===== src/rtl/useq_pkg.sv =====
// useq_pkg: shared defaults and helpers for the microsequencer address unit.
//   AW_DEF        default microcode address width
//   DEPTH_DEF     default call/return stack depth
//   RESET_VEC_DEF default reset vector (sliced to AW by users)
//   depthWidth()  width of an occupancy count able to hold 0..entries
package useq_pkg;

  localparam int unsigned AW_DEF        = 12;
  localparam int unsigned DEPTH_DEF     = 16;
  localparam logic [31:0] RESET_VEC_DEF = 32'd0;

  // The count must represent "full" as well as "empty", hence the extra bit.
  function automatic int unsigned depthWidth(input int unsigned entries);
    return $clog2(entries) + 1;
  endfunction

endpackage


===== src/rtl/useq_addr_if.sv =====
// useq_addr_if: bundle between the dispatch/skip logic (master) and the
// sequencer address unit (slave).
//   master drives : clken, pageFAIL, call, ret, dispADDR, skipADDR, cromJ,
//                   brkEN, brkADDR, cont, step, clrFLAGS
//   slave drives  : addr, curADDR, dispRET, halted, depth, stkOVF, stkUNF
interface useq_addr_if
  import useq_pkg::*;
#(
  parameter int unsigned AW    = AW_DEF,
  parameter int unsigned DEPTH = DEPTH_DEF
);

  localparam int unsigned DW = depthWidth(DEPTH);

  logic          clken;
  logic          pageFAIL;
  logic          call;
  logic          ret;
  logic [AW-1:0] dispADDR;
  logic [AW-1:0] skipADDR;
  logic [AW-1:0] cromJ;
  logic          brkEN;
  logic [AW-1:0] brkADDR;
  logic          cont;
  logic          step;
  logic          clrFLAGS;

  logic [AW-1:0] addr;
  logic [AW-1:0] curADDR;
  logic [AW-1:0] dispRET;
  logic          halted;
  logic [DW-1:0] depth;
  logic          stkOVF;
  logic          stkUNF;

  modport master (
    output clken, pageFAIL, call, ret, dispADDR, skipADDR, cromJ,
           brkEN, brkADDR, cont, step, clrFLAGS,
    input  addr, curADDR, dispRET, halted, depth, stkOVF, stkUNF
  );

  modport slave (
    input  clken, pageFAIL, call, ret, dispADDR, skipADDR, cromJ,
           brkEN, brkADDR, cont, step, clrFLAGS,
    output addr, curADDR, dispRET, halted, depth, stkOVF, stkUNF
  );

endinterface


===== src/rtl/useq_stack.sv =====
// useq_stack: circular call/return stack.
//   clk, rst   clock, synchronous active-high reset
//   push, pop  stack requests (already qualified by the sequencer advance)
//   clrFlags   clears the sticky flags (a same-cycle set wins)
//   din        value to push
//   dout       registered top of stack, 0 when empty
//   depth      number of valid entries
//   ovf, unf   sticky overflow / underflow flags
module useq_stack
  import useq_pkg::*;
#(
  parameter int unsigned AW    = AW_DEF,
  parameter int unsigned DEPTH = DEPTH_DEF
) (
  input  logic                          clk,
  input  logic                          rst,
  input  logic                          push,
  input  logic                          pop,
  input  logic                          clrFlags,
  input  logic [AW-1:0]                 din,
  output logic [AW-1:0]                 dout,
  output logic [depthWidth(DEPTH)-1:0]  depth,
  output logic                          ovf,
  output logic                          unf
);

  localparam int unsigned PW = $clog2(DEPTH);
  localparam int unsigned DW = depthWidth(DEPTH);

  logic [AW-1:0] mem [DEPTH];
  logic [PW-1:0] topR, topN, wAddr;
  logic [DW-1:0] countR, countN;
  logic [AW-1:0] doutR, doutN;
  logic          ovfR, unfR, we, setOvf, setUnf;
  logic          full, empty;

  assign full  = (countR == DW'(DEPTH));
  assign empty = (countR == {DW{1'b0}});

  // Next pointer/count/top value. A push onto a full stack simply wraps onto
  // the oldest entry, which is what discards it.
  always_comb begin
    topN   = topR;
    countN = countR;
    doutN  = doutR;
    we     = 1'b0;
    wAddr  = topR;
    setOvf = 1'b0;
    setUnf = 1'b0;
    case ({push, pop})
      2'b11: begin
        // Replace the top in place; an empty stack gains its first entry.
        we    = 1'b1;
        doutN = din;
        if (empty) begin
          countN = DW'(1);
        end else begin
          countN = countR;
        end
      end
      2'b10: begin
        we    = 1'b1;
        wAddr = topR + PW'(1);
        topN  = topR + PW'(1);
        doutN = din;
        if (full) begin
          setOvf = 1'b1;
        end else begin
          countN = countR + DW'(1);
        end
      end
      2'b01: begin
        if (empty) begin
          setUnf = 1'b1;
          doutN  = {AW{1'b0}};
        end else begin
          countN = countR - DW'(1);
          topN   = topR - PW'(1);
          doutN  = (countR > DW'(1)) ? mem[topR - PW'(1)] : {AW{1'b0}};
        end
      end
      default: begin
        topN = topR;
      end
    endcase
  end

  // Stack bookkeeping registers and sticky flags.
  always_ff @(posedge clk) begin
    if (rst) begin
      topR   <= {PW{1'b0}};
      countR <= {DW{1'b0}};
      doutR  <= {AW{1'b0}};
      ovfR   <= 1'b0;
      unfR   <= 1'b0;
    end else begin
      topR   <= topN;
      countR <= countN;
      doutR  <= doutN;
      ovfR   <= setOvf | (ovfR & ~clrFlags);
      unfR   <= setUnf | (unfR & ~clrFlags);
    end
  end

  // Entry storage; contents are meaningless outside the valid count.
  always_ff @(posedge clk) begin
    if (we && !rst) begin
      mem[wAddr] <= din;
    end
  end

  assign dout  = doutR;
  assign depth = countR;
  assign ovf   = ovfR;
  assign unf   = unfR;

endmodule


===== src/rtl/useq_addr.sv =====
// useq_addr: microsequencer next-address unit.
//   clk, rst  clock, synchronous active-high reset
//   bus       useq_addr_if slave: address sources, stack requests and
//             breakpoint controls in; next address, current address, stack
//             top/depth/flags and halt status out
module useq_addr
  import useq_pkg::*;
#(
  parameter int unsigned   AW        = AW_DEF,
  parameter int unsigned   DEPTH     = DEPTH_DEF,
  parameter logic [AW-1:0] RESET_VEC = RESET_VEC_DEF[AW-1:0],
  parameter logic [AW-1:0] PF_VEC    = {AW{1'b1}}
) (
  input  logic      clk,
  input  logic      rst,
  useq_addr_if.slave bus
);

  logic          adv, stepOk, bpHit, push, pop;
  logic          haltedR, suppressR;
  logic [AW-1:0] addrS, curR;

  // Advance qualification, next-address select and breakpoint compare.
  always_comb begin
    // cont takes priority, so a step in the same cycle does nothing.
    stepOk = bus.step & ~bus.cont;
    adv    = bus.clken & (~haltedR | stepOk);
    if (rst) begin
      addrS = RESET_VEC;
    end else if (!adv) begin
      addrS = curR;
    end else if (bus.pageFAIL) begin
      addrS = PF_VEC;
    end else begin
      addrS = bus.dispADDR | bus.skipADDR | bus.cromJ;
    end
    bpHit = adv & bus.brkEN & ~haltedR & ~suppressR & (addrS == bus.brkADDR);
    push  = adv & (bus.call | bus.pageFAIL);
    pop   = adv & bus.ret & ~bus.pageFAIL;
  end

  // Current address, halt state and the one-shot compare suppression after cont.
  always_ff @(posedge clk) begin
    if (rst) begin
      curR      <= RESET_VEC;
      haltedR   <= 1'b0;
      suppressR <= 1'b0;
    end else begin
      if (adv) begin
        curR <= bpHit ? bus.brkADDR : addrS;
      end
      if (bus.cont) begin
        haltedR <= 1'b0;
      end else if (bpHit) begin
        haltedR <= 1'b1;
      end
      if (bus.cont) begin
        suppressR <= 1'b1;
      end else if (adv) begin
        suppressR <= 1'b0;
      end
    end
  end

  useq_stack #(
    .AW    (AW),
    .DEPTH (DEPTH)
  ) uStack (
    .clk      (clk),
    .rst      (rst),
    .push     (push),
    .pop      (pop),
    .clrFlags (bus.clrFLAGS),
    .din      (curR),
    .dout     (bus.dispRET),
    .depth    (bus.depth),
    .ovf      (bus.stkOVF),
    .unf      (bus.stkUNF)
  );

  assign bus.addr    = addrS;
  assign bus.curADDR = curR;
  assign bus.halted  = haltedR;

endmodule

===== src/flat_wrapper.sv =====
// flat-port wrapper written by rule: the top's interface ports become plain ports
module useq_addr_flat import useq_pkg::*;
#(
  parameter int unsigned   AW        = AW_DEF,
  parameter int unsigned   DEPTH     = DEPTH_DEF,
  parameter logic [AW-1:0] RESET_VEC = RESET_VEC_DEF[AW-1:0],
  parameter logic [AW-1:0] PF_VEC    = {AW{1'b1}}
)
  (clk, rst, bus_clken, bus_pageFAIL, bus_call, bus_ret, bus_dispADDR, bus_skipADDR, bus_cromJ, bus_brkEN, bus_brkADDR, bus_cont, bus_step, bus_clrFLAGS, bus_addr, bus_curADDR, bus_dispRET, bus_halted, bus_depth, bus_stkOVF, bus_stkUNF);
  useq_addr_if #(.AW(AW), .DEPTH(DEPTH)) bus_i ();
  input  logic clk;
  input  logic rst;
  input wire logic [$bits(bus_i.clken)-1:0] bus_clken;
  input wire logic [$bits(bus_i.pageFAIL)-1:0] bus_pageFAIL;
  input wire logic [$bits(bus_i.call)-1:0] bus_call;
  input wire logic [$bits(bus_i.ret)-1:0] bus_ret;
  input wire logic [$bits(bus_i.dispADDR)-1:0] bus_dispADDR;
  input wire logic [$bits(bus_i.skipADDR)-1:0] bus_skipADDR;
  input wire logic [$bits(bus_i.cromJ)-1:0] bus_cromJ;
  input wire logic [$bits(bus_i.brkEN)-1:0] bus_brkEN;
  input wire logic [$bits(bus_i.brkADDR)-1:0] bus_brkADDR;
  input wire logic [$bits(bus_i.cont)-1:0] bus_cont;
  input wire logic [$bits(bus_i.step)-1:0] bus_step;
  input wire logic [$bits(bus_i.clrFLAGS)-1:0] bus_clrFLAGS;
  output wire logic [$bits(bus_i.addr)-1:0] bus_addr;
  output wire logic [$bits(bus_i.curADDR)-1:0] bus_curADDR;
  output wire logic [$bits(bus_i.dispRET)-1:0] bus_dispRET;
  output wire logic [$bits(bus_i.halted)-1:0] bus_halted;
  output wire logic [$bits(bus_i.depth)-1:0] bus_depth;
  output wire logic [$bits(bus_i.stkOVF)-1:0] bus_stkOVF;
  output wire logic [$bits(bus_i.stkUNF)-1:0] bus_stkUNF;
  assign bus_i.clken = bus_clken;
  assign bus_i.pageFAIL = bus_pageFAIL;
  assign bus_i.call = bus_call;
  assign bus_i.ret = bus_ret;
  assign bus_i.dispADDR = bus_dispADDR;
  assign bus_i.skipADDR = bus_skipADDR;
  assign bus_i.cromJ = bus_cromJ;
  assign bus_i.brkEN = bus_brkEN;
  assign bus_i.brkADDR = bus_brkADDR;
  assign bus_i.cont = bus_cont;
  assign bus_i.step = bus_step;
  assign bus_i.clrFLAGS = bus_clrFLAGS;
  assign bus_addr = bus_i.addr;
  assign bus_curADDR = bus_i.curADDR;
  assign bus_dispRET = bus_i.dispRET;
  assign bus_halted = bus_i.halted;
  assign bus_depth = bus_i.depth;
  assign bus_stkOVF = bus_i.stkOVF;
  assign bus_stkUNF = bus_i.stkUNF;
  useq_addr #(.AW(AW), .DEPTH(DEPTH), .RESET_VEC(RESET_VEC), .PF_VEC(PF_VEC)) u_core (.clk(clk), .rst(rst), .bus(bus_i));
endmodule

===== config.mk =====
export PLATFORM = sky130hd
export DESIGN_NAME = useq_addr_flat
export DESIGN_NICKNAME = d
export VERILOG_FILES = /design/src/rtl/useq_pkg.sv /design/src/rtl/useq_addr_if.sv /design/src/rtl/useq_stack.sv /design/src/rtl/useq_addr.sv /design/src/flat_wrapper.sv
export SDC_FILE = /design/constraint.sdc
export NUM_CORES = 1
export LEC_CHECK = 0
export CORE_ASPECT_RATIO = 0.75
export CORE_UTILIZATION = 40
export DETAILED_ROUTE_END_ITERATION = 6
export SYNTH_ARGS = -nofsm -noshare
export SYNTH_HDL_FRONTEND = slang
export SYNTH_HIERARCHICAL = 1
export SYNTH_SLANG_ARGS = --single-unit

===== constraint.sdc =====
create_clock -name clk -period 5.6 [get_ports clk]
set_input_delay 0.84 -clock clk [delete_from_list [all_inputs] [get_ports clk]]
set_output_delay 0.84 -clock clk [all_outputs]
set_load 0.005 [all_outputs]

=== Word-level counts from Yosys, hierarchy flattened ===
Memories as Yosys holds them, arrays and structs flattened.
Index checks and enable logic that the tools add are counted.

* Multiplexer cells: 23
* Eq/ne operators: 8
* $add $sub $neg: 4
* Bitwise logic cells: 22
* $lt $le $gt $ge: 1
* Reductions and logical operators: 11

{| class="wikitable"
|+ Operator list
! operator !! count
|-
| $mux 12 || 6
|-
| $or 12x12->12 || 2
|-
| $pmux 12 s2 || 1
|-
| $mux 5 || 3
|-
| $pmux 5 s3 || 1
|-
| $eq 12x12->1 || 1
|-
| $and 1x1->1 || 11
|-
| $mux 1 || 9
|-
| $mux 4 || 2
|-
| $pmux 4 s2 || 1
|-
| $ne 2x2->1 const B || 3
|-
| $reduce_bool 2->1 || 3
|-
| $add 5x1->5 const B || 1
|-
| $eq 5x5->1 const B || 1
|-
| $gt 5x1->1 const B || 1
|-
| $logic_not 5->1 || 1
|-
| $not 1->1 || 5
|-
| $sub 5x1->5 const B || 1
|-
| $add 4x1->4 const B || 1
|-
| $eq 2x2->1 const B || 2
|-
| $or 1x1->1 || 4
|-
| $reduce_and 4->1 || 1
|-
| $reduce_or 2->1 || 2
|-
| $sub 4x1->4 const B || 1
|-
| 5 further kinds || 5
|}

* Bits in registers: 37
* RAM bits: 192
* Memories: 1
* Input bits: 58
* Output and inout port bits: 44

{| class="wikitable"
|+ Memory list
! name !! words !! width !! read ports !! clocked after Yosys merged registers in !! wr ports !! line !! text
|-
| u_core.uStack.mem || 16 || 12 || 1 || 0 || 1 || useq_stack.sv:30 || <nowiki>logic [AW-1:0] mem [DEPTH];</nowiki>
|}

=== Depth between registers and ports, before layout ===
* Word-level depth: 12
* Gate-level depth with buffers: 14
* Depth with buffers taken out: 10

=== Cells and area by module ===
The synthesis kept the hierarchy.

{| class="wikitable"
|+ Modules (own cells, without submodules)
! module !! times used !! sequential area each (um^2) !! area each (um^2) !! cells an instance
|-
| useq_stack || 1 || 6226.0 || 8899.8 || 494
|-
| useq_addr || 1 || 280.3 || 1074.8 || 127
|}

=== Worst setup path after synthesis ===
No wires, ideal clock.

* Kind: input to register
* Start: input port bus_clken
* End: memory u_core/uStack/mem[2][0] (netlist name), enable pin
* Setup time: 0.380 ns
* Cell stages on the path: 11
* Data required time: 5.220 ns
* Setup slack: 1.726 ns
* Arrival: 3.494 ns
* Cells stage by stage: clkbuf_1 -> o21ai_1 -> clkbuf_1 -> nor3b_1 -> inv_1 -> ha_1 -> inv_1 -> nand2_1 -> o31a_1 -> or2_2 -> nor2_1

* Word-level cells in the longest chain between the ends: 9

{| class="wikitable"
|+ RTL lines
! element !! line !! text
|-
| start: declaration || flat_wrapper.sv:13 || <nowiki>input wire logic [$bits(bus_i.clken)-1:0] bus_clken;</nowiki>
|-
| $and 1x1->1 (*) || useq_addr.sv:27 || <nowiki>adv = bus.clken & (~haltedR | stepOk);</nowiki>
|-
| $and 1x1->1 (*) (2 in series) || useq_addr.sv:39 || <nowiki>pop = adv & bus.ret & ~bus.pageFAIL;</nowiki>
|-
| via u_core.pop || useq_addr.sv:19 || <nowiki>logic adv, stepOk, bpHit, push, pop;</nowiki>
|-
| $eq 2x2->1 || useq_stack.sv:50 || <nowiki>case ({push, pop})</nowiki>
|-
| $reduce_or 2->1 (no line) || n/a ||
|-
| $mux 1 || useq_stack.sv:50 ||
|-
| $logic_and 1x1->1 || useq_stack.sv:107 || <nowiki>if (we && !rst) begin</nowiki>
|-
| $mux 1 || useq_stack.sv:107 ||
|-
| $mux 1 (not written as such) || useq_stack.sv:108 || <nowiki>mem[wAddr] <= din;</nowiki>
|-
| end: declaration || useq_stack.sv:30 ||
|}

The timed path passes the listed nets; every way through them passes the cells marked *.

=== Worst setup path after layout ===
* Start: input port bus_clken
* End: memory u_core/uStack/mem[11][7] (netlist name), enable pin

Same word-level chain as after synthesis.

==> impl_metrics.tcl <==
set metrics [dict create \
    period_minus_slack_ps 4750 \
    fin_skew_ps 14.03 \
    post-place-cells 1053 \
    min_from "u_core/uStack/unf$_SDFF_PP0_" \
    grt_use_met1_pct 28.88 \
    drive_gt1_share_pct 19.97 \
    power_density_nw_per_um2 338.5 \
    grt_start_max_net_pins 49 \
    synth_edf_count 192 \
    diodes 0 \
    area_growth_pct 23.56 \
    timing.final.crit_share_pct 84.83 \
    antenna_found_initial 1 \
    synth_top_family_by_area "multiplexers" \
    final.setup.tns_ps 0 \
    worstPathArrival_ps 4870 \
    fmax_mhz 210.5 \
    synth_top_area_cell "edfxtp_1" \
    dpl-instance-area_um2 11490 \
    ys_seq_area_share_pct 65.23 \
    cts_tree "done" \
    crit_type "in2reg" \
    cts_resized 0 \
    grt_first_pass_wirelength_um 37560 \
    wl_um 24890 \
    first_pass_iters 5 \
    min_path_cells 2 \
    hold_path.class "reg2reg" \
    end_kind "flop" \
    ios 102 \
    critPathLaunchType "primary input" \
    die_h_um 138.8 \
    maxSlewViolCount 0 \
    rsz0062_at_grt "false" \
    top_usage_layer "met2" \
    async_flop_share_pct 0 \
    slew_headroom_pct 17.10 \
    holdWs_ps 473.1 \
    setup_violations 0 \
    clkSlewWorstSetupHoldPaths_ps 60 \
    routedWlPerCell_um 22.69 \
    final_antenna_net_count 0 \
    place_hpwl_um 16290 \
    port_buffers 101 \
    clockBufferDepth 3 \
    drv_cap 0 \
    core_area_um2 24220 \
    htree_num_levels 1 \
    rrSetupSlack_ps 1290 \
    synth_simple_gate_area_share_pct 5.933 \
    syn_nets 690 \
    drc 0 \
    final_area_um2 12320 \
    avgSynthCellArea_um2 16.06 \
    synth_area_um2 9975 \
    met2_usage_pct 30.19 \
    yosys_most_used_dff "edfxtp_1" \
    root_buffer "clkbuf_16" \
    fp.dieArea_um2 25580 \
    syn_inst 621 \
    ys_warn_count 6 \
    routed_via_density 5.603 \
    stdcell_count 1097 \
    numCtsBuffers 24 \
    grt_usage_pct 19.75 \
    clkSinkCount 229 \
    overflow 0 \
    ys_seq_elements 229 \
    crit_fanout 15 \
    post_cts_buffers 0 \
    std_cell_rows 49 \
    cts_hold_buf 0 \
    synth_compound_area_share_pct 9.232 \
    synth_fa_ha_area_share_pct 1.380 \
    irDropWorstVdd_v 0.0002150 \
    start_util_pct 41.19 \
    r2r-end "u_core/uStack/mem[11][7]$_DFFE_PP_" \
    worst_pin_slew_ps 1239 \
    nNetsFinal 817 \
    clkLatencyLatePin_ps 520 \
    synthXorXnorAreaFrac_pct 1.066 \
    synthDistinctLibCells 61 \
    place.gp.congestion 0.9011 \
    synth_top_area_share_pct 57.80 \
    hold_end "u_core/uStack/unf$_SDFF_PP0_" \
    p_total_mw 4.172 \
    synthTopCellsByCount "192 x edfxtp_1, 37 x dfxtp_1, 37 x mux4_2" \
    power_leakage_nw 4.159 \
    grt_pass1_vias 6195 \
    vias 6147 \
    worstPathRequired_ps 5720 \
    dieWidth_um 184.3 \
    synth.most_common_cell "edfxtp_1" \
    synthMuxAreaShare_pct 14.16 \
    rr_worst_depth 10 \
    status "completed" \
    ys_top_cells_by_area "edfxtp_1 58%, mux4_2 8.4%, dfxtp_1 7.4%, mux4_1 2.9%, mux2_2 2.7%" \
    hold_viol 0 \
    drt_iter0_drc 649 \
    use_met3_pct 4.149 \
    r2r-start "u_core/bus.halted$_SDFFE_PP0P_" \
]
## flip-flops by register name, summed over array words and instances, names as in the netlist
name and count:
u_core/uStack/mem 192, u_core/uStack/unf 1, u_core/suppressR 1, u_core/bus.halted 1
u_core/bus.curADDR 12, u_core/uStack/dout 12, u_core/uStack/topR 4, u_core/uStack/depth 5
u_core/uStack/ovf 1
## per-layer routing
layer	wire length, um	up-vias
li1	-	2761
met1	11240	3080
met2	11230	269
met3	1934	37
met4	487	0
met5	0	-
## how the worst max path moves through the flow
stage	slack, ps	startpoint	cells after the start	end
after floorplan	1730	bus_clken	11	u_core/uStack/mem[2][0]$_DFFE_PP_
after global placement	610	bus_step	12	u_core/uStack/mem[11][0]$_DFFE_PP_
after detailed placement	520	bus_step	12	u_core/uStack/mem[11][0]$_DFFE_PP_
after CTS	1030	bus_step	12	u_core/uStack/mem[11][11]$_DFFE_PP_
after global routing	590	bus_step	12	u_core/uStack/mem[11][0]$_DFFE_PP_
final	850	bus_clken	10	u_core/uStack/mem[11][7]$_DFFE_PP_
## cell families (layout without fill, tap and decap cells)
logic type,count (synthesis),in the layout
DFF,229,229
and+or+nand+nor,116,116
AOI/OAI and AO/OA,114,114
muxes,74,74
buffers and inverters,67,212
adders and majority gates,11,11
xor gates and xnor gates,10,10
## through the flow
step	worst slack [ps]	utilization (%)
2_1_floorplan	1726	-
3_3_place_gp	612.8	47.45
3_5_place_dp	521.0	47.45
4_1_cts	1032	50.89
5_1_grt	585.3	50.89
6_report	849.8	50.89
## cell type report
| type | instances | area (um2) |
|---|---|---|
| Clock inverter | 9 | 121.4 |
| Tap cell | 331 | 414.1 |
| Multi-Input combinational cell | 325 | 3172 |
| Sequential cell | 229 | 6507 |
| Fill cell | 1983 | 11890 |
| Inverter | 30 | 112.6 |
| Clock buffer | 35 | 713.2 |
| Timing Repair Buffer | 138 | 1284 |
## report_power, final
group          total, mW  leakage, nW  switching (mW)  internal [mW]
combinational      0.600         1.70           0.303          0.297
sequential          1.91         2.05          0.0274           1.89
clock               1.66        0.410           0.638           1.02
## worst max-delay path, stage by stage
cell and delay [ps]:
clkdlybuf4s50_1 710, o21ai_1 200, nor3b_1 840, inv_1 220
ha_1 430, inv_1 220, nand2_1 130, o22ai_1 180
nand2b_1 130, nor2_1 950
## layout by cell type, fill, tap and decap left out, types with 4 or more instances in the layout
cell type / n
o211ai_1: 10
nor2_1: 32
clkbuf_16: 25
clkbuf_1: 5
mux4_1: 11
xnor2_1: 6
a221oi_1: 19
o211a_1: 16
mux2_2: 24
a221oi_2: 6
nor3_1: 10
ha_1: 10
nor4_1: 9
a21oi_1: 12
nand3_1: 9
clkinv_2: 4
a31oi_1: 4
clkbuf_8: 5
nand2b_1: 6
nand4_1: 5
o22ai_1: 4
clkdlybuf4s50_1: 100
buf_4: 37
o31ai_1: 7
clkinv_1: 4
nand2_1: 32
dfxtp_1: 36
inv_1: 27
edfxtp_1: 192
o21ai_0: 12
mux4_2: 37
No activity file was read; power rests on OpenSTA's default activity.
